`config.mk`:
```
export PLATFORM = sky130hd
export DESIGN_NAME = game_ctrl_n_flat
export DESIGN_NICKNAME = d
export VERILOG_FILES = /design/src/rtl/game_ctrl_n_if.sv /design/src/rtl/game_ctrl_n.sv /design/src/flat_wrapper.sv
export SDC_FILE = /design/constraint.sdc
export NUM_CORES = 1
export LEC_CHECK = 0
export CORE_ASPECT_RATIO = 1.2
export CORE_MARGIN = 8
export CORE_UTILIZATION = 33
export CTS_CLUSTER_DIAMETER = 30
export CTS_CLUSTER_SIZE = 40
export DETAILED_ROUTE_END_ITERATION = 12
export PLACE_DENSITY = 0.69
export SLEW_MARGIN = 20
export SYNTH_ARGS = -nofsm -noshare
export SYNTH_HDL_FRONTEND = slang
export SYNTH_SLANG_ARGS = --single-unit
```
`constraint.sdc`:
```
create_clock -name clk_65M -period 6.6 [get_ports clk_65M]
set_clock_uncertainty 0.05 [all_clocks]
set_input_delay 0.66 -clock clk_65M [delete_from_list [all_inputs] [get_ports clk_65M]]
set_output_delay 0.66 -clock clk_65M [all_outputs]
set_load 0.02 [all_outputs]
```
`src/rtl/game_ctrl_n_if.sv`:
```
// game_ctrl_n_if
//   Bundles the game-state controller's frame/collision inputs and its
//   state/enable outputs into one port.
//   master : the game-side driver. It drives frame_tick, game_start, pause,
//            hazard_hit, in_shaded and area_cnt, and receives the
//            controller's outputs.
//   slave  : the controller. It receives the inputs above and drives state,
//            run_en, istop, respawn, lives, hit_src, game_end and game_win.
interface game_ctrl_n_if #(
    parameter int NUM_HAZARDS = 6,
    parameter int LIFE_W      = 2,
    parameter int AREA_W      = 20
);
    logic                   frame_tick;
    logic                   game_start;
    logic                   pause;
    logic [NUM_HAZARDS-1:0] hazard_hit;
    logic                   in_shaded;
    logic [AREA_W-1:0]      area_cnt;

    logic [2:0]             state;
    logic                   run_en;
    logic                   istop;
    logic                   respawn;
    logic [LIFE_W-1:0]      lives;
    logic [NUM_HAZARDS-1:0] hit_src;
    logic                   game_end;
    logic                   game_win;

    modport master (
        output frame_tick, game_start, pause, hazard_hit, in_shaded, area_cnt,
        input  state, run_en, istop, respawn, lives, hit_src, game_end, game_win
    );

    modport slave (
        input  frame_tick, game_start, pause, hazard_hit, in_shaded, area_cnt,
        output state, run_en, istop, respawn, lives, hit_src, game_end, game_win
    );
endinterface

```
`src/rtl/game_ctrl_n.sv`:
```
// game_ctrl_n
//   Game-state controller. It merges hazard detection, the life counter and
//   the stop logic into a single registered FSM.
//   Ports:
//     clk_65M : pixel clock; the only clock.
//     clear   : synchronous, active-high reset.
//     bus     : game_ctrl_n_if.slave. Inputs are frame_tick, game_start,
//               pause, hazard_hit, in_shaded and area_cnt. Outputs are
//               state, run_en, istop, respawn, lives, hit_src, game_end and
//               game_win. Every output is registered.
//
//   state   | meaning
//   --------+-----------------------------------------------------
//   IDLE    | power-up; waits for game_start
//   PLAY    | balls and player move; hits and win are evaluated
//   PAUSED  | motion halted while pause is held
//   FREEZE  | post-hit hold; counts down frame_ticks
//   RESPAWN | one-cycle pulse; movers reload their start positions
//   OVER    | no lives left; waits for game_start
//   WIN     | area target reached; waits for game_start
module game_ctrl_n #(
    parameter int NUM_HAZARDS   = 6,
    parameter int LIVES         = 3,
    parameter int LIFE_W        = 2,
    parameter int FREEZE_FRAMES = 60,
    parameter int AREA_W        = 20,
    parameter int WIN_AREA      = 589824
) (
    input  logic          clk_65M,
    input  logic          clear,
    game_ctrl_n_if.slave  bus
);

    localparam int CNT_W = $clog2(FREEZE_FRAMES + 1);

    localparam logic [LIFE_W-1:0] LIVES_C    = LIFE_W'(LIVES);
    localparam logic [CNT_W-1:0]  FREEZE_C   = CNT_W'(FREEZE_FRAMES);
    localparam logic [AREA_W-1:0] WIN_AREA_C = AREA_W'(WIN_AREA);

    typedef enum logic [2:0] {
        S_IDLE    = 3'd0,
        S_PLAY    = 3'd1,
        S_PAUSED  = 3'd2,
        S_FREEZE  = 3'd3,
        S_RESPAWN = 3'd4,
        S_OVER    = 3'd5,
        S_WIN     = 3'd6
    } state_t;

    state_t                 state_q, state_d;
    logic [LIFE_W-1:0]      lives_q, lives_d;
    logic [NUM_HAZARDS-1:0] hit_src_q, hit_src_d;
    logic [CNT_W-1:0]       cnt_q, cnt_d;
    logic                   respawn_q, respawn_d;
    logic                   run_en_q, istop_q, game_end_q, game_win_q;

    logic hit;
    logic win;

    // in_shaded masks every hazard source in the same cycle.
    assign hit = (|bus.hazard_hit) & ~bus.in_shaded;
    assign win = (bus.area_cnt >= WIN_AREA_C);

    always_comb begin
        state_d   = state_q;
        lives_d   = lives_q;
        hit_src_d = hit_src_q;
        cnt_d     = cnt_q;
        respawn_d = 1'b0;

        case (state_q)
            S_IDLE: begin
                if (bus.game_start) begin
                    state_d   = S_PLAY;
                    lives_d   = LIVES_C;
                    hit_src_d = '0;
                end
            end
            S_PLAY: begin
                // Win takes priority over a hit in the same cycle, so the
                // life count is left alone.
                if (win) begin
                    state_d = S_WIN;
                end else if (hit) begin
                    state_d   = S_FREEZE;
                    lives_d   = (lives_q == '0) ? '0 : lives_q - LIFE_W'(1);
                    hit_src_d = bus.hazard_hit;
                    cnt_d     = FREEZE_C;
                end else if (bus.pause) begin
                    state_d = S_PAUSED;
                end
            end
            S_PAUSED: begin
                if (!bus.pause) begin
                    state_d = S_PLAY;
                end
            end
            S_FREEZE: begin
                // The exit decision takes one extra cycle after the count
                // reaches zero. A tick in the entry cycle was seen in PLAY
                // and is not counted.
                if (cnt_q == '0) begin
                    state_d = (lives_q == '0) ? S_OVER : S_RESPAWN;
                end else if (bus.frame_tick) begin
                    cnt_d = cnt_q - CNT_W'(1);
                end
            end
            S_RESPAWN: begin
                state_d = S_PLAY;
            end
            S_OVER, S_WIN: begin
                if (bus.game_start) begin
                    state_d   = S_PLAY;
                    lives_d   = LIVES_C;
                    hit_src_d = '0;
                    respawn_d = 1'b1;
                end
            end
            default: begin
                state_d = S_IDLE;
            end
        endcase

        if (state_d == S_RESPAWN) begin
            respawn_d = 1'b1;
        end
    end

    always_ff @(posedge clk_65M) begin
        if (clear) begin
            state_q    <= S_IDLE;
            lives_q    <= LIVES_C;
            hit_src_q  <= '0;
            cnt_q      <= '0;
            respawn_q  <= 1'b0;
            run_en_q   <= 1'b0;
            istop_q    <= 1'b0;
            game_end_q <= 1'b0;
            game_win_q <= 1'b0;
        end else begin
            state_q    <= state_d;
            lives_q    <= lives_d;
            hit_src_q  <= hit_src_d;
            cnt_q      <= cnt_d;
            respawn_q  <= respawn_d;
            // Decode from the next state so the flags line up with state.
            run_en_q   <= (state_d == S_PLAY);
            istop_q    <= (state_d == S_FREEZE) || (state_d == S_OVER) ||
                          (state_d == S_WIN);
            game_end_q <= (state_d == S_OVER);
            game_win_q <= (state_d == S_WIN);
        end
    end

    assign bus.state    = state_q;
    assign bus.lives    = lives_q;
    assign bus.hit_src  = hit_src_q;
    assign bus.respawn  = respawn_q;
    assign bus.run_en   = run_en_q;
    assign bus.istop    = istop_q;
    assign bus.game_end = game_end_q;
    assign bus.game_win = game_win_q;

endmodule

```
`src/flat_wrapper.sv`:
```
// flat-port wrapper written by rule: the top's interface ports become plain ports
module game_ctrl_n_flat 
#(
    parameter int NUM_HAZARDS   = 6,
    parameter int LIVES         = 3,
    parameter int LIFE_W        = 2,
    parameter int FREEZE_FRAMES = 60,
    parameter int AREA_W        = 20,
    parameter int WIN_AREA      = 589824
)
  (clk_65M, clear, bus_frame_tick, bus_game_start, bus_pause, bus_hazard_hit, bus_in_shaded, bus_area_cnt, bus_state, bus_run_en, bus_istop, bus_respawn, bus_lives, bus_hit_src, bus_game_end, bus_game_win);
  game_ctrl_n_if #(.NUM_HAZARDS(NUM_HAZARDS), .LIFE_W(LIFE_W), .AREA_W(AREA_W)) bus_i ();
  input  logic clk_65M;
  input  logic clear;
  input wire logic [$bits(bus_i.frame_tick)-1:0] bus_frame_tick;
  input wire logic [$bits(bus_i.game_start)-1:0] bus_game_start;
  input wire logic [$bits(bus_i.pause)-1:0] bus_pause;
  input wire logic [$bits(bus_i.hazard_hit)-1:0] bus_hazard_hit;
  input wire logic [$bits(bus_i.in_shaded)-1:0] bus_in_shaded;
  input wire logic [$bits(bus_i.area_cnt)-1:0] bus_area_cnt;
  output wire logic [$bits(bus_i.state)-1:0] bus_state;
  output wire logic [$bits(bus_i.run_en)-1:0] bus_run_en;
  output wire logic [$bits(bus_i.istop)-1:0] bus_istop;
  output wire logic [$bits(bus_i.respawn)-1:0] bus_respawn;
  output wire logic [$bits(bus_i.lives)-1:0] bus_lives;
  output wire logic [$bits(bus_i.hit_src)-1:0] bus_hit_src;
  output wire logic [$bits(bus_i.game_end)-1:0] bus_game_end;
  output wire logic [$bits(bus_i.game_win)-1:0] bus_game_win;
  assign bus_i.frame_tick = bus_frame_tick;
  assign bus_i.game_start = bus_game_start;
  assign bus_i.pause = bus_pause;
  assign bus_i.hazard_hit = bus_hazard_hit;
  assign bus_i.in_shaded = bus_in_shaded;
  assign bus_i.area_cnt = bus_area_cnt;
  assign bus_state = bus_i.state;
  assign bus_run_en = bus_i.run_en;
  assign bus_istop = bus_i.istop;
  assign bus_respawn = bus_i.respawn;
  assign bus_lives = bus_i.lives;
  assign bus_hit_src = bus_i.hit_src;
  assign bus_game_end = bus_i.game_end;
  assign bus_game_win = bus_i.game_win;
  game_ctrl_n #(.NUM_HAZARDS(NUM_HAZARDS), .LIVES(LIVES), .LIFE_W(LIFE_W), .FREEZE_FRAMES(FREEZE_FRAMES), .AREA_W(AREA_W), .WIN_AREA(WIN_AREA)) u_core (.clk_65M(clk_65M), .clear(clear), .bus(bus_i));
endmodule
```
==> reports/results.env, run 1 <==
NETLIST.TOP_CELL.BY_AREA='sky130_fd_sc_hd__dfxtp_1'
DRT_PASS1_ITERATIONS=4
PORT_BUFFERS=31
DESTINATION_OF_THE_WORST_REGISTER_TO_REGISTER_TIMING_PATH='u_core.bus.istop'
YOSYS_WARNINGS=0
CTS_TREE='yes'
AREA_OCCUPIED_BY_MULTI_INPUT_GATES_UM2=577
END_KIND='flip-flop'
CLK-INSERTION-DELAY-LATE_PS=310
WORST_SLEW_PIN_SLEW_PS=632
ANTENNA_FOUND_INITIAL=0
DIE_Y_UM=78.3
PLACE_HPWL_MM=2.14
LEAKAGE_nW=0.539
H-TREE-DEPTH=1
DRC_ERRORS=0
WL_MET1_MM=1.06
P_COMB_FRAC=0.217
POSTROUTEWIRELENGTH_MM=2.74
TIMING.SLEW.HEADROOM=0.578
GRT_PASS1_VIAS=1014
CTS-ROOT-TO-SINK-BUFFERS=2
LAYOUT-DRIVE-GT1-SHARE=0.0604
FIRST_PASS_GRT_WIRE_LENGTH_MM=4.65
CLK_TRANSITION_REPORTED_PATHS_PS=130
YS_SEQ_ELEMENTS=22
SYNTH_EDF_COUNT=0
FINAL-SETUP-VIOL-COUNT=0
CTS.SINK_COUNT=22
CHIPWIDTH_UM=67.9
REGISTER_SHARE_OF_TOTAL_POWER=0.466
HOLD_VIOLATIONS=0
FP.DIEAREA_MM2=0.00531
SYN-MEAN-INSTANCE-AREA_UM2=8.88
POWER.SHARE.CLOCK=0.317
AREA_DELTA_SYNTH_FINAL_PCT=36.2
DRT_FIRST_ITER_VIOLATIONS=47
FINAL.MIN_CLOCK_PERIOD_PS=2520
CRITPATHARRIVALTIME_PS=2720
CTS_RESIZED=0
GRT_OVERFLOW=0
STATUS='completed'
POSTCTSSETUPREPAIRBUFS=0
RSZ0062_AT_GRT='no'
TIMING.CRITICAL_PATH.FROM='u_core.cnt_q[0]'
START_KIND='flip-flop'
ROUTE.MET3.WL_UM=175
TIMING.RR.START='u_core.cnt_q[0]'
WORST_PATH_LARGEST_CELL_DELAY_PS=520
FLOORPLAN.CORE_AREA_MM2=0.00308
ASYNC_FLOP_SHARE=0
STORAGE_CELL_AREA_UM2=440
NNETSFINAL=183
DPL.CELL_COUNT=181
WORST_EP_REQUIRED_TIME_PS=6800
POST_SYNTH_INST_COUNT=120
PWR_DENSITY_CELL_mW_PER_MM2=225
FINAL.SETUP.TNS_PS=0
TOPROUTINGLAYERUSED='met4'
POST_CTS_HOLD_BUFFER_COUNT=0
DRV_SLEW=0
MAPPEDNETLISTNETS=153
CRITICAL-PATH-SLOWEST-CELL='sky130_fd_sc_hd__or4b_4'
WORST_R2R_PATH_DEPTH=7
SEQUENTIAL_SHARE_OF_THE_SYNTHESIZED_AREA=0.413
CRIT_FAMILY='simple AND/OR/NAND/NOR gates'
GLOBALROUTETOTALUTIL=0.107
GLOBALPLACE.CONGESTION=0.788
POWER.IR.VDD_WORST_uV=157
MOST-COMMON-LAYOUT-CELLS='sky130_fd_sc_hd__clkdlybuf4s50_1 (31), sky130_fd_sc_hd__dfxtp_1 (22), sky130_fd_sc_hd__nor2_1 (12)'
P_SWITCHING_W=0.0000893
FINAL_ANT_VIOL_NETS=0
PATH_CELLS='inv_1 -> ha_1 -> or4b_4 -> o311a_4 -> nor4b_4 -> or3b_1 -> a22oi_2'
MOSTFREQUENTLAYOUTCELL='sky130_fd_sc_hd__clkdlybuf4s50_1'
SYNTH_CELL_TYPES=41
CTS-ROOT-BUF='sky130_fd_sc_hd__clkbuf_4'
FRACTION_OF_POWER_SPENT_SWITCHING_NETS=0.273
COUNT_OF_VIAS_PLACED_BY_THE_DETAILED_ROUTER=1000
MAX_FREQ_GHz=0.396
I_O_PINS=48
YOSYS-TOP-CELLS-AREA='sky130_fd_sc_hd__dfxtp_1 (41%), sky130_fd_sc_hd__a22o_1 (4.9%), sky130_fd_sc_hd__a21oi_1 (4.2%)'
LARGEST_NET_DEGREE_AT_THE_START_OF_GLOBAL_ROUTING=21
FILL_CELLS=310
CRITICAL_PATH_DEPTH=7
WORSTSETUPENDPOINT='u_core.bus.istop'
YS_DOMINANT_REG_CELL='sky130_fd_sc_hd__dfxtp_1'
TIMING.CRITICAL_PATH.FANOUT_MAX=4
DRT-WIRELENGTH-PER-CELL_UM=14.8
CAP_VIOLATIONS=0
SYNTH_AREA_MM2=0.00107
PLACEMENT_ROWS=22
MIN-DELAY-PATH-CLASS='flip-flop to flip-flop'
POST_ROUTE_FRACTION_OF_THE_PERIOD_CONSUMED_BY_THE_CRITICAL_PATH=0.383
CRITICAL_PATH_BUF_INV_COUNT=1
POWER.INTERNAL_W=0.000237
CTS_BUFFERS=3
INITIAL_CORE_UTIL=0.346
REG2REG_SETUP_SLACK_PS=4080
POST_LAYOUT_NONFILLER_INSTANCES=185
ROUTED-WL-MET2_MM=1.49
SYNTHDOMINANTCELLAREASHARE=0.413
CRITICALPATHCATEGORY='flip-flop to flip-flop'
NUM_ANTENNA_CELLS=0
VIAS_PER_CELL=5.41
[area by class of cell]
class	count	share of cell area
multi-input cells	85	0.397
flip-flops and latches	22	0.303
repair buffers	31	0.214
well taps	36	0.0310
clock inverters	1	0.0207
inverters	7	0.0181
clock buffers	3	0.0155
[cells in the mapped netlist, types with 2 or more instances]
cell and count:
sky130_fd_sc_hd__dfxtp_1 22, sky130_fd_sc_hd__nor2_1 12, sky130_fd_sc_hd__a21oi_1 9, sky130_fd_sc_hd__inv_1 7, sky130_fd_sc_hd__nand2_1 7, sky130_fd_sc_hd__a22o_1 6
sky130_fd_sc_hd__clkbuf_1 4, sky130_fd_sc_hd__nor3_1 4, sky130_fd_sc_hd__a311oi_1 3, sky130_fd_sc_hd__a31oi_1 3, sky130_fd_sc_hd__nand2b_1 3, sky130_fd_sc_hd__o21ai_0 3
sky130_fd_sc_hd__o21ai_1 3, sky130_fd_sc_hd__a21o_1 2, sky130_fd_sc_hd__buf_1 2, sky130_fd_sc_hd__nor3b_1 2, sky130_fd_sc_hd__nor4_1 2, sky130_fd_sc_hd__or3_1 2
sky130_fd_sc_hd__xnor2_1 2
[worst min path at each step]
| stage | start | slack (ps) | depth (start not counted) | end |
|---|---|---|---|---|
| 2_1_floorplan | u_core.cnt_q[4] | 420 | 1 | u_core.cnt_q[4] |
| 3_3_place_gp | u_core.bus.hit_src[2] | 410 | 1 | u_core.bus.hit_src[2] |
| 3_5_place_dp | u_core.bus.hit_src[2] | 420 | 1 | u_core.bus.hit_src[2] |
| 4_1_cts | u_core.bus.hit_src[2] | 450 | 1 | u_core.bus.hit_src[2] |
| 5_1_grt | u_core.bus.hit_src[2] | 470 | 1 | u_core.bus.hit_src[2] |
| 6_report | u_core.bus.hit_src[2] | 450 | 1 | u_core.bus.hit_src[2] |
[power groups by stage]
stage | clock network, W | logic (W) | registers [W]
6_report | 0.000104 | 0.0000708 | 0.000152
4_1_cts | 0.000107 | 0.0000716 | 0.000152
3_5_place_dp | 0 | 0.0000710 | 0.000155
3_3_place_gp | 0 | 0.0000695 | 0.000155
2_1_floorplan | 0 | 0.0000419 | 0.000155
5_1_grt | 0.000113 | 0.0000771 | 0.000154
[stage by stage]
step | setup slack (ps) | area [um2] | total power [W] | util | hold WS, ps
after floorplan | 4310 | 1070 | 0.000197 | - | 424
after global placement | 3990 | 1400 | 0.000224 | 0.454 | 414
after detailed placement | 3960 | 1400 | 0.000226 | 0.454 | 421
after CTS | 4060 | 1450 | 0.000330 | 0.471 | 455
after global routing | 3960 | 1450 | 0.000344 | 0.471 | 470
final | 4080 | 1450 | 0.000326 | 0.471 | 451
[worst reg2reg max path: cells and delay by family (launching register included)]
family          cells  cell delay (ps)
flops               1              360
buf+inv             1               60
fa+ha+maj           1              220
compound gates      2              500
simple gates        3             1280
[layer usage]
| metal | vias to the layer above | GRT usage |
|---|---|---|
| li1 | 503 | - |
| met1 | 474 | 0.121 |
| met2 | 21 | 0.185 |
| met3 | 2 | 0.0327 |
| met4 | 0 | 0.0349 |
| met5 | - | 0 |
[sequential cells by signal, summed over array words and instances (netlist names)]
| signal | count |
|---|---|
| u_core.bus.istop | 1 |
| u_core.cnt_q | 6 |
| u_core.bus.respawn | 1 |
| u_core.bus.game_end | 1 |
| u_core.bus.lives | 2 |
| u_core.bus.state | 3 |
| u_core.bus.run_en | 1 |
| u_core.bus.game_win | 1 |
| u_core.bus.hit_src | 6 |
[cells by family after synthesis]
logic type	synth area share
fa+ha+maj	0.0117
flops	0.413
buf+inv	0.0458
mux	0.0106
xor+xnor	0.0247
compound gates	0.269
simple gates	0.225
Power figures use the tool's default switching activity.
==> run 2, diff against run 1 <==
--- a/config.mk
+++ b/config.mk
@@ -11,7 +11,7 @@
 export CTS_CLUSTER_DIAMETER = 30
 export CTS_CLUSTER_SIZE = 40
 export DETAILED_ROUTE_END_ITERATION = 12
-export PLACE_DENSITY = 0.69
+export PLACE_DENSITY = 0.71
 export SLEW_MARGIN = 20
 export SYNTH_ARGS = -nofsm -noshare
 export SYNTH_HDL_FRONTEND = slang
==> constraint.sdc (replaced) <==
create_clock -name clk_65M -period 2.3 [get_ports clk_65M]
set_clock_uncertainty 0.05 [all_clocks]
set_input_delay 0.23 -clock clk_65M [delete_from_list [all_inputs] [get_ports clk_65M]]
set_output_delay 0.23 -clock clk_65M [all_outputs]
set_load 0.02 [all_outputs]
==> run 2 against run 1 <==
Against the previous run:
- the flow now finishes with violations (setup timing)
- setup slack got worse by 4100 ps
- wire length grew 8.4%
- utilization is 3.2 points higher
==> reports/results.env, run 2 (synthesis gave the netlist of run 1 again) <==
GRT_PASS1_VIAS=1066
DRT-WIRELENGTH-PER-CELL_UM=15.1
POST_LAYOUT_NONFILLER_INSTANCES=196
MOST-COMMON-LAYOUT-CELLS='sky130_fd_sc_hd__clkdlybuf4s50_1 (31), sky130_fd_sc_hd__dfxtp_1 (20), sky130_fd_sc_hd__nor2_1 (12)'
NUM_ANTENNA_CELLS=0
CTS_TREE='yes'
DRT_PASS1_ITERATIONS=4
HOLD-PATH-CELL-COUNT=1
HOLD_VIOLATIONS=0
FIN_TOTAL_PWR_W=0.000961
COUNT_OF_VIAS_PLACED_BY_THE_DETAILED_ROUTER=1040
PLACEMENT_ROWS=22
MAX_FREQ_GHz=0.425
POSTROUTEWIRELENGTH_MM=2.97
I_O_PINS=48
MOSTFREQUENTLAYOUTCELL='sky130_fd_sc_hd__clkdlybuf4s50_1'
PLACE_WS_PS=-68.4
FINAL-SETUP-VIOL-COUNT=1
POWER.SHARE.CLOCK=0.314
H-TREE-DEPTH=1
DIE_Y_UM=78.3
CTS_BUFFERS=3
FINAL_ANT_VIOL_NETS=0
POWER.INTERNAL_W=0.000694
FINALHOLDWORSTSLACK_PS=452
CTS.SINK_COUNT=22
FIRST_PASS_GRT_WIRE_LENGTH_MM=4.94
GRT_OVERFLOW=0
DRT_FIRST_ITER_VIOLATIONS=38
WORST_EP_REQUIRED_TIME_PS=2510
ANTENNA_FOUND_INITIAL=0
P_SWITCHING_W=0.000267
MIN_TO='u_core.bus.hit_src[5]'
NNETSFINAL=194
CTS-ROOT-BUF='sky130_fd_sc_hd__clkbuf_4'
FIN_WS_PS=-53.1
CRITPATHARRIVALTIME_PS=2560
DRV_SLEW=0
GLOBALROUTETOTALUTIL=0.117
TIMING.SLEW.HEADROOM=0.684
P_COMB_FRAC=0.238
STATUS='finished with violations'
REGISTER_SHARE_OF_TOTAL_POWER=0.447
VIOLATIONS='setup timing'
WORST_R2R_PATH_DEPTH=7
DPL.CELL_COUNT=191
INITIAL_CORE_UTIL=0.346
FINAL.MIN_CLOCK_PERIOD_PS=2350
WORST_SLEW_PIN_SLEW_PS=474
TIMING.CRITICAL_PATH.FANOUT_MAX=4
REG2REG_SETUP_SLACK_PS=-50
HP-START='u_core.bus.hit_src[5]'
DESTINATION_OF_THE_WORST_REGISTER_TO_REGISTER_TIMING_PATH='u_core.bus.istop'
FLOORPLAN.CORE_AREA_MM2=0.00308
MIN-DELAY-PATH-CLASS='flip-flop to flip-flop'
CRITICALPATHCATEGORY='flip-flop to flip-flop'
END_KIND='flip-flop'
CTS-ROOT-TO-SINK-BUFFERS=2
RSZ0062_AT_GRT='yes'
START_KIND='flip-flop'
POST_ROUTE_FRACTION_OF_THE_PERIOD_CONSUMED_BY_THE_CRITICAL_PATH=1.02
CLK_TRANSITION_REPORTED_PATHS_PS=130
AREA_DELTA_SYNTH_FINAL_PCT=45.5
DRC_ERRORS=0
PORT_BUFFERS=31
POWER.IR.VDD_WORST_uV=308
CHIPWIDTH_UM=67.9
PLACE_HPWL_MM=2.30
LARGEST_NET_DEGREE_AT_THE_START_OF_GLOBAL_ROUTING=15
LEAKAGE_nW=0.597
LAYOUT-DRIVE-GT1-SHARE=0.163
TIMING.RR.START='u_core.cnt_q[0]'
PWR_DENSITY_CELL_mW_PER_MM2=620
FP.DIEAREA_MM2=0.00531
VIAS_PER_CELL=5.31
FRACTION_OF_POWER_SPENT_SWITCHING_NETS=0.278
GLOBALPLACE.CONGESTION=0.783
CAP_VIOLATIONS=0
CLK-INSERTION-DELAY-LATE_PS=320
## run 2: cell count changes in the layout (fill, tap and decap cells not counted), sizes merged
cell and change:
buf +11
## run 2: worst max-delay path, cell delays in order (launching register included)
cell and delay [ps]:
sky130_fd_sc_hd__dfxtp_2 350, sky130_fd_sc_hd__inv_2 60, sky130_fd_sc_hd__ha_4 130, sky130_fd_sc_hd__or4b_4 490, sky130_fd_sc_hd__o311a_4 340, sky130_fd_sc_hd__nor4b_4 280, sky130_fd_sc_hd__or3b_4 420, sky130_fd_sc_hd__a22oi_2 160
## run 2: power groups by stage
| stage | registers (W) | clock network [W] | logic (W) |
|---|---|---|---|
| after global placement | 0.000436 | 0 | 0.000222 |
| after detailed placement | 0.000437 | 0 | 0.000228 |
| final | 0.000430 | 0.000302 | 0.000229 |
| after global routing | 0.000434 | 0.000322 | 0.000248 |
| after floorplan | 0.000445 | 0 | 0.000120 |
| after CTS | 0.000429 | 0.000304 | 0.000231 |
## run 2: stage by stage
| step | setup TNS [ps] | util | cell area (um2) |
|---|---|---|---|
| after floorplan | 0 | - | 1070 |
| after global placement | -28.2 | 0.478 | 1470 |
| after detailed placement | -68.4 | 0.478 | 1470 |
| after CTS | -53.7 | 0.503 | 1550 |
| after global routing | -194 | 0.503 | 1550 |
| final | -53.1 | 0.503 | 1550 |
## run 2: worst max-delay path by stage
stage	slack [ps]	endpoint	cells after the start	start
after global placement	-30	u_core.bus.istop	7	u_core.cnt_q[0]
after global routing	-120	u_core.bus.istop	7	u_core.cnt_q[0]
after detailed placement	-70	u_core.bus.istop	7	u_core.cnt_q[0]
after CTS	-50	u_core.bus.istop	7	u_core.cnt_q[0]
final	-50	u_core.bus.istop	7	u_core.cnt_q[0]
after floorplan	9	u_core.bus.istop	7	u_core.cnt_q[0]
## run 2: cell type report
class | count | area (um2)
clock buffer | 3 | 22.5
clock inverter | 1 | 30.0
fill | 289 | 1530
inverter | 7 | 26.3
multi-input combinational | 85 | 592
sequential | 22 | 443
tap | 36 | 45.0
timing repair buffer | 42 | 393
## run 2: repair_timing
item,4_1_cts,5_1_grt
setup endpoints to repair,2,2
buffers inserted,1,0
pin swaps,1,0
endpoints found under the hold margin,0,0
hold buffers,0,0
gates resized for setup,7,0
## run 2: routing by layer
| metal | up-vias | GRT usage | routed length, um |
|---|---|---|---|
| met5 | - | 0 | 0 |
| met4 | 0 | 0.0431 | 44 |
| met3 | 7 | 0.0355 | 229 |
| met2 | 31 | 0.207 | 1570 |
| met1 | 481 | 0.126 | 1120 |
| li1 | 521 | - | - |
==> patch 1 (config.mk and constraints of run 2) <==
`LIFE_W` is set to 2 in 3 places; all go to 3.
--- a/src/rtl/game_ctrl_n_if.sv
+++ b/src/rtl/game_ctrl_n_if.sv
@@ -8,7 +8,7 @@
 //            run_en, istop, respawn, lives, hit_src, game_end and game_win.
 interface game_ctrl_n_if #(
     parameter int NUM_HAZARDS = 6,
-    parameter int LIFE_W      = 2,
+    parameter int LIFE_W      = 3,
     parameter int AREA_W      = 20
 );
     logic                   frame_tick;
--- a/src/rtl/game_ctrl_n.sv
+++ b/src/rtl/game_ctrl_n.sv
@@ -21,7 +21,7 @@
 module game_ctrl_n #(
     parameter int NUM_HAZARDS   = 6,
     parameter int LIVES         = 3,
-    parameter int LIFE_W        = 2,
+    parameter int LIFE_W        = 3,
     parameter int FREEZE_FRAMES = 60,
     parameter int AREA_W        = 20,
     parameter int WIN_AREA      = 589824
--- a/src/flat_wrapper.sv
+++ b/src/flat_wrapper.sv
@@ -3,7 +3,7 @@
 #(
     parameter int NUM_HAZARDS   = 6,
     parameter int LIVES         = 3,
-    parameter int LIFE_W        = 2,
+    parameter int LIFE_W        = 3,
     parameter int FREEZE_FRAMES = 60,
     parameter int AREA_W        = 20,
     parameter int WIN_AREA      = 589824
Interface: changed (resized bus_lives); port bits go from 48 to 49. No check against the original RTL was run, so the function may have changed too.
==> patch 1 against run 2 <==
- total power increased by 14%
- sequential cell count increased by 1
- maximum frequency is 18% higher
- cell area increased by 1.5%
- utilization decreased by 2.8 points
- worst setup slack better by 0.35 ns
- routed wire length down 1.8%
- area after synthesis increased by 5.6%
==> patch 1: results (changes against run 2) <==
outcome finished, final reports clean; GRT Total Usage 0.106 (-0.0109); Netlist cell types 43 (+4.9%); post-CTS sizing 0 (-7); DP HPWL 2.35 mm (+1.8%); DR WL met3 141 um (-38%); most frequent cell after synthesis dfxtp_1; Setup Buffers After CTS 0 (-1); Lkg Pwr 0.583 nW (-2.4%); Fill cells 327 (+13%); clk_lat worst skew 0.27 ns (-0.05 ns); crit path max fanout 6 (+2); crit path DAT 2.10 ns (-0.46 ns); IO buf count 32 (+3.2%); register area share after synthesis 0.409 (-0.00426); Worst R2R End u_core.cnt_q[4]$_SDFFE_PP0P_; dpl cells 200 (+4.7%); clock-pin slew on the worst setup and hold paths 0.08 ns (-0.05 ns); wire length per cell 14.3 um (-5.7%); CP top delay family buffers and inverters; layout cells sized above 1 0.0898 (-0.0727); max incr delay on CP 0.43 ns (-0.06 ns); Rel. slew slack 0.671 (-0.0129); DR WL met2 1.47 mm (-6.2%); worst vdd ir 343 uV (+11%); largest net degree at the start of global routing 16 (+1); first-pass GRT wire length 4.96 mm (+0.43%); Iter 0 DRT Violations 40 (+5.3%); GPL Wtd Cong 0.820 (+4.7%); Net Count, Synth 162 (+5.9%); Vias 1088 (+4.6%); Mapped Cells 129 (+7.5%); Area contributors post-synth dfxtp_1, nor2_1, mux2i_1; Inserted Clock Buffers 3 (unchanged); hold worst-path end u_core.bus.hit_src[4]$_SDFFE_PP0P_; hold slack 0.451 ns (-0.000853 ns); FF-to-FF path depth 8 (+1); number of vias per cell 5.33 (+0.51%); setup slack, reg-to-reg 0.36 ns (+0.41 ns); slowest CP cell clkdlybuf4s50_1; async set-or-reset flop fraction in the synthesized netlist 0 (unchanged); clock root cell clkbuf_8; Worst Hold Path Cells 2 (+1); top cells by count, synth dfxtp_1, nor2_1, a21oi_1; met1 WL 1.26 mm (+12%)
[patch 1: cell types whose count changed in the layout (fill, tap and decap cells not counted), sizes merged, moves of 2 or more]
| cell | delta |
|---|---|
| mux2i | +7 |
| nor2 | +7 |
| a22o | -6 |
| o21ai | -4 |
| buf | -3 |
| nand2b | +3 |
| xor2 | +3 |
| a311oi | -2 |
| a31oi | -2 |
| inv | -2 |
| nand3 | +2 |
| or3 | -2 |
[patch 1: through the flow]
step	area, um^2	utilization	setup WS, ns
after floorplan	1130	-	0.244
after global placement	1530	0.462	0.101
after detailed placement	1530	0.462	0.0287
after CTS	1570	0.476	0.307
after global routing	1570	0.476	0.148
final	1570	0.476	0.298
[patch 1: power breakdown]
part | total, W | internal [W] | switching (W) | leakage, nW
Sequential | 0.000460 | 0.000436 | 0.0000234 | 0.187
Clock | 0.000253 | 0.000121 | 0.000132 | 0.0255
Combinational | 0.000387 | 0.000189 | 0.000198 | 0.370
Total | 0.00110 | 0.000746 | 0.000353 | 0.583
[patch 1: layer usage]
metal	vias to the layer above	GRT usage
met2	27	0.190
met4	0	0.0472
li1	536	-
met3	5	0.0311
met1	520	0.114
met5	-	0
[patch 1: cells by family (layout without fill, tap and decap cells)]
family,Yosys count,in the layout,synth area share
simple gates,53,53,0.252
buf+inv,11,49,0.0389
flops,23,23,0.409
compound gates,27,27,0.168
fa+ha+maj,1,1,0.0111
xor+xnor,5,5,0.0389
mux,9,9,0.0822
[patch 1: worst max-delay path by stage]
| stage | startpoint | end | slack (ns) | cells after the start |
|---|---|---|---|---|
| final | bus_hazard_hit[1] | u_core.bus.hit_src[3]$_SDFFE_PP0P_ | 0.30 | 7 |
| after global routing | u_core.cnt_q[0]$_SDFFE_PP0P_ | u_core.cnt_q[4]$_SDFFE_PP0P_ | 0.15 | 8 |
| after CTS | bus_hazard_hit[1] | u_core.bus.hit_src[3]$_SDFFE_PP0P_ | 0.31 | 7 |
| after detailed placement | bus_hazard_hit[1] | u_core.bus.hit_src[0]$_SDFFE_PP0P_ | 0.03 | 7 |
| after global placement | bus_hazard_hit[1] | u_core.bus.lives[0]$_SDFFE_PP1P_ | 0.10 | 7 |
| after floorplan | u_core.bus.state[0]$_SDFF_PP0_ | u_core.bus.lives[1]$_SDFFE_PP1P_ | 0.24 | 5 |
[patch 1: layout make-up]
| class | instances | area (um^2) | share of cell area |
|---|---|---|---|
| multi-input cells | 95 | 622 | 0.395 |
| flip-flops and latches | 23 | 460 | 0.293 |
| well taps | 37 | 46.3 | 0.0294 |
| repair buffers | 40 | 380 | 0.242 |
| clock inverters | 1 | 5.00 | 0.00318 |
| inverters | 5 | 18.8 | 0.0119 |
| clock buffers | 3 | 41.3 | 0.0262 |
==> patch 2 (config.mk and constraints of run 2) <==
Made on the original files. Add an input register stage for `clear`, without a reset; this delays it by one clock. The other inputs are not delayed to match.
--- a/src/rtl/game_ctrl_n.sv
+++ b/src/rtl/game_ctrl_n.sv
@@ -46,6 +46,12 @@
         S_OVER    = 3'd5,
         S_WIN     = 3'd6
     } state_t;
+
+    logic clear_q;
+
+    always_ff @(posedge clk_65M) begin
+        clear_q <= clear;
+    end
 
     state_t                 state_q, state_d;
     logic [LIFE_W-1:0]      lives_q, lives_d;
@@ -127,7 +133,7 @@
     end
 
     always_ff @(posedge clk_65M) begin
-        if (clear) begin
+        if (clear_q) begin
             state_q    <= S_IDLE;
             lives_q    <= LIVES_C;
             hit_src_q  <= '0;
Behaviour: not the same (Yosys sat finds a counterexample within 4 cycles, from zero or initial values).
==> patch 2 against run 2 <==
- cell area is 1.9% lower
- cell count is 1.5% lower
- critical path depth is 1 higher
- area after synthesis is 4.3% higher
- sequential share of layout area is 1.7 points higher
- total power is 11% higher
- utilization is 3.9 points lower
- worst setup slack better by 0.25 ns
- maximum frequency is 12% higher
- sequential cell count is 1 higher
- first-iteration DRC count is 53% lower
- routed wire length is 3.7% lower
- die area is 3.4% higher
- critical path type unchanged
- critical endpoint unchanged
- largest cell class unchanged
==> patch 2: results (changes against run 2) <==
outcome finished, final reports clean; Worst Hold Path Cells 1 (unchanged); crit path DAT 2.21 ns (-0.35 ns); crit path max fanout 4 (unchanged); dpl ws 0.156 ns (+0.224 ns); GRT Total Usage 0.111 (-0.00608); layout cells sized above 1 0.128 (-0.0343); FF-to-FF path depth 8 (+1); Netlist cell types 42 (+2.4%); clock-pin slew on the worst setup and hold paths 0.08 ns (-0.05 ns); vias in the first global route 1161 (+8.9%); number of vias per cell 5.31 (about the same); DP HPWL 2.19 mm (-4.8%); register area share after synthesis 0.414 (+0.000803); worst hold path type input pin to flop; clock root cell clkbuf_8; Iter 0 DRT Violations 18 (-53%); clk_lat worst skew 0.27 ns (-0.05 ns); GPL Wtd Cong 0.772 (-1.5%); Net Count, Synth 154 (+0.65%); first-pass GRT wire length 5.16 mm (+4.5%); # nets final 190 (-2.1%); drt total wl 2.86 mm (-3.7%); top cells by count, synth dfxtp_1, nor2_1, a21oi_1; Lkg Pwr 0.558 nW (-6.6%); post-CTS sizing 0 (-7); worst vdd ir 469 uV (+52%)
==> patch 2: cell count changes after synthesis, sizes merged, moves of 3 or more <==
cell,delta
mux2i,+6
a22o,-6
a21oi,+6
a311oi,-3
clkbuf,-3
inv,-4
nor2,+6
nand2,-3
==> patch 2: critical path: stages (launching register included) <==
cell and delay (ns):
dfxtp_1 0.35, inv_1 0.06, ha_1 0.18, or3b_4 0.43
nor3_4 0.21, a21oi_2 0.10, o31a_1 0.34, nor2b_4 0.14
o21bai_1 0.13
==> patch 2: cells by family after synthesis <==
family,count (synthesis),share of synthesized area
xor+xnor,4,0.0315
simple gates,47,0.245
mux,6,0.0540
buf+inv,7,0.0315
compound gates,33,0.213
fa+ha+maj,1,0.0112
flops,23,0.414
==> patch 2: area by class of cell <==
cell class | count | area, um^2
clock buffers | 3 | 41.3
clock inverters | 1 | 5.00
fillers | 331 | 1760
inverters | 3 | 11.3
multi-input cells | 91 | 617
flip-flops and latches | 23 | 460
well taps | 37 | 46.3
repair buffers | 35 | 340
==> patch 2: metrics by stage <==
| step | utilization | power [W] | instances | instance area, um^2 |
|---|---|---|---|---|
| after global routing | 0.464 | 0.00112 | 193 | 1520 |
| after floorplan | - | 0.000676 | 121 | 1110 |
| after detailed placement | 0.450 | 0.000818 | 189 | 1480 |
| final | 0.464 | 0.00106 | 193 | 1520 |
| after CTS | 0.464 | 0.00107 | 193 | 1520 |
| after global placement | 0.450 | 0.000806 | 189 | 1480 |
==> patch 2: metal layers <==
metal	GRT usage	vias to the layer above	wire length (um)
met5	0	-	0
met3	0.0485	5	259
met1	0.106	486	1100
met4	0.0513	0	40
met2	0.202	30	1460
li1	-	504	-
==> patch 2: final timing paths <==
kind                                 endpoint  slack (ns)                              from
max               u_core.bus.istop$_SDFF_PP0_        0.19      u_core.cnt_q[0]$_SDFFE_PP0P_
min                    u_core.clear_q$_DFF_P_        0.35                             clear
max reg2reg       u_core.bus.istop$_SDFF_PP0_        0.19      u_core.cnt_q[0]$_SDFFE_PP0P_
min reg2reg  u_core.bus.lives[1]$_SDFFE_PP1P_        0.45  u_core.bus.lives[1]$_SDFFE_PP1P_
==> patch 2: where the power goes <==
group          leakage, nW  internal (W)  switching (W)
Combinational        0.345      0.000170       0.000164
Sequential           0.188      0.000435      0.0000403
Clock               0.0255      0.000121       0.000134
Total                0.558      0.000726       0.000338
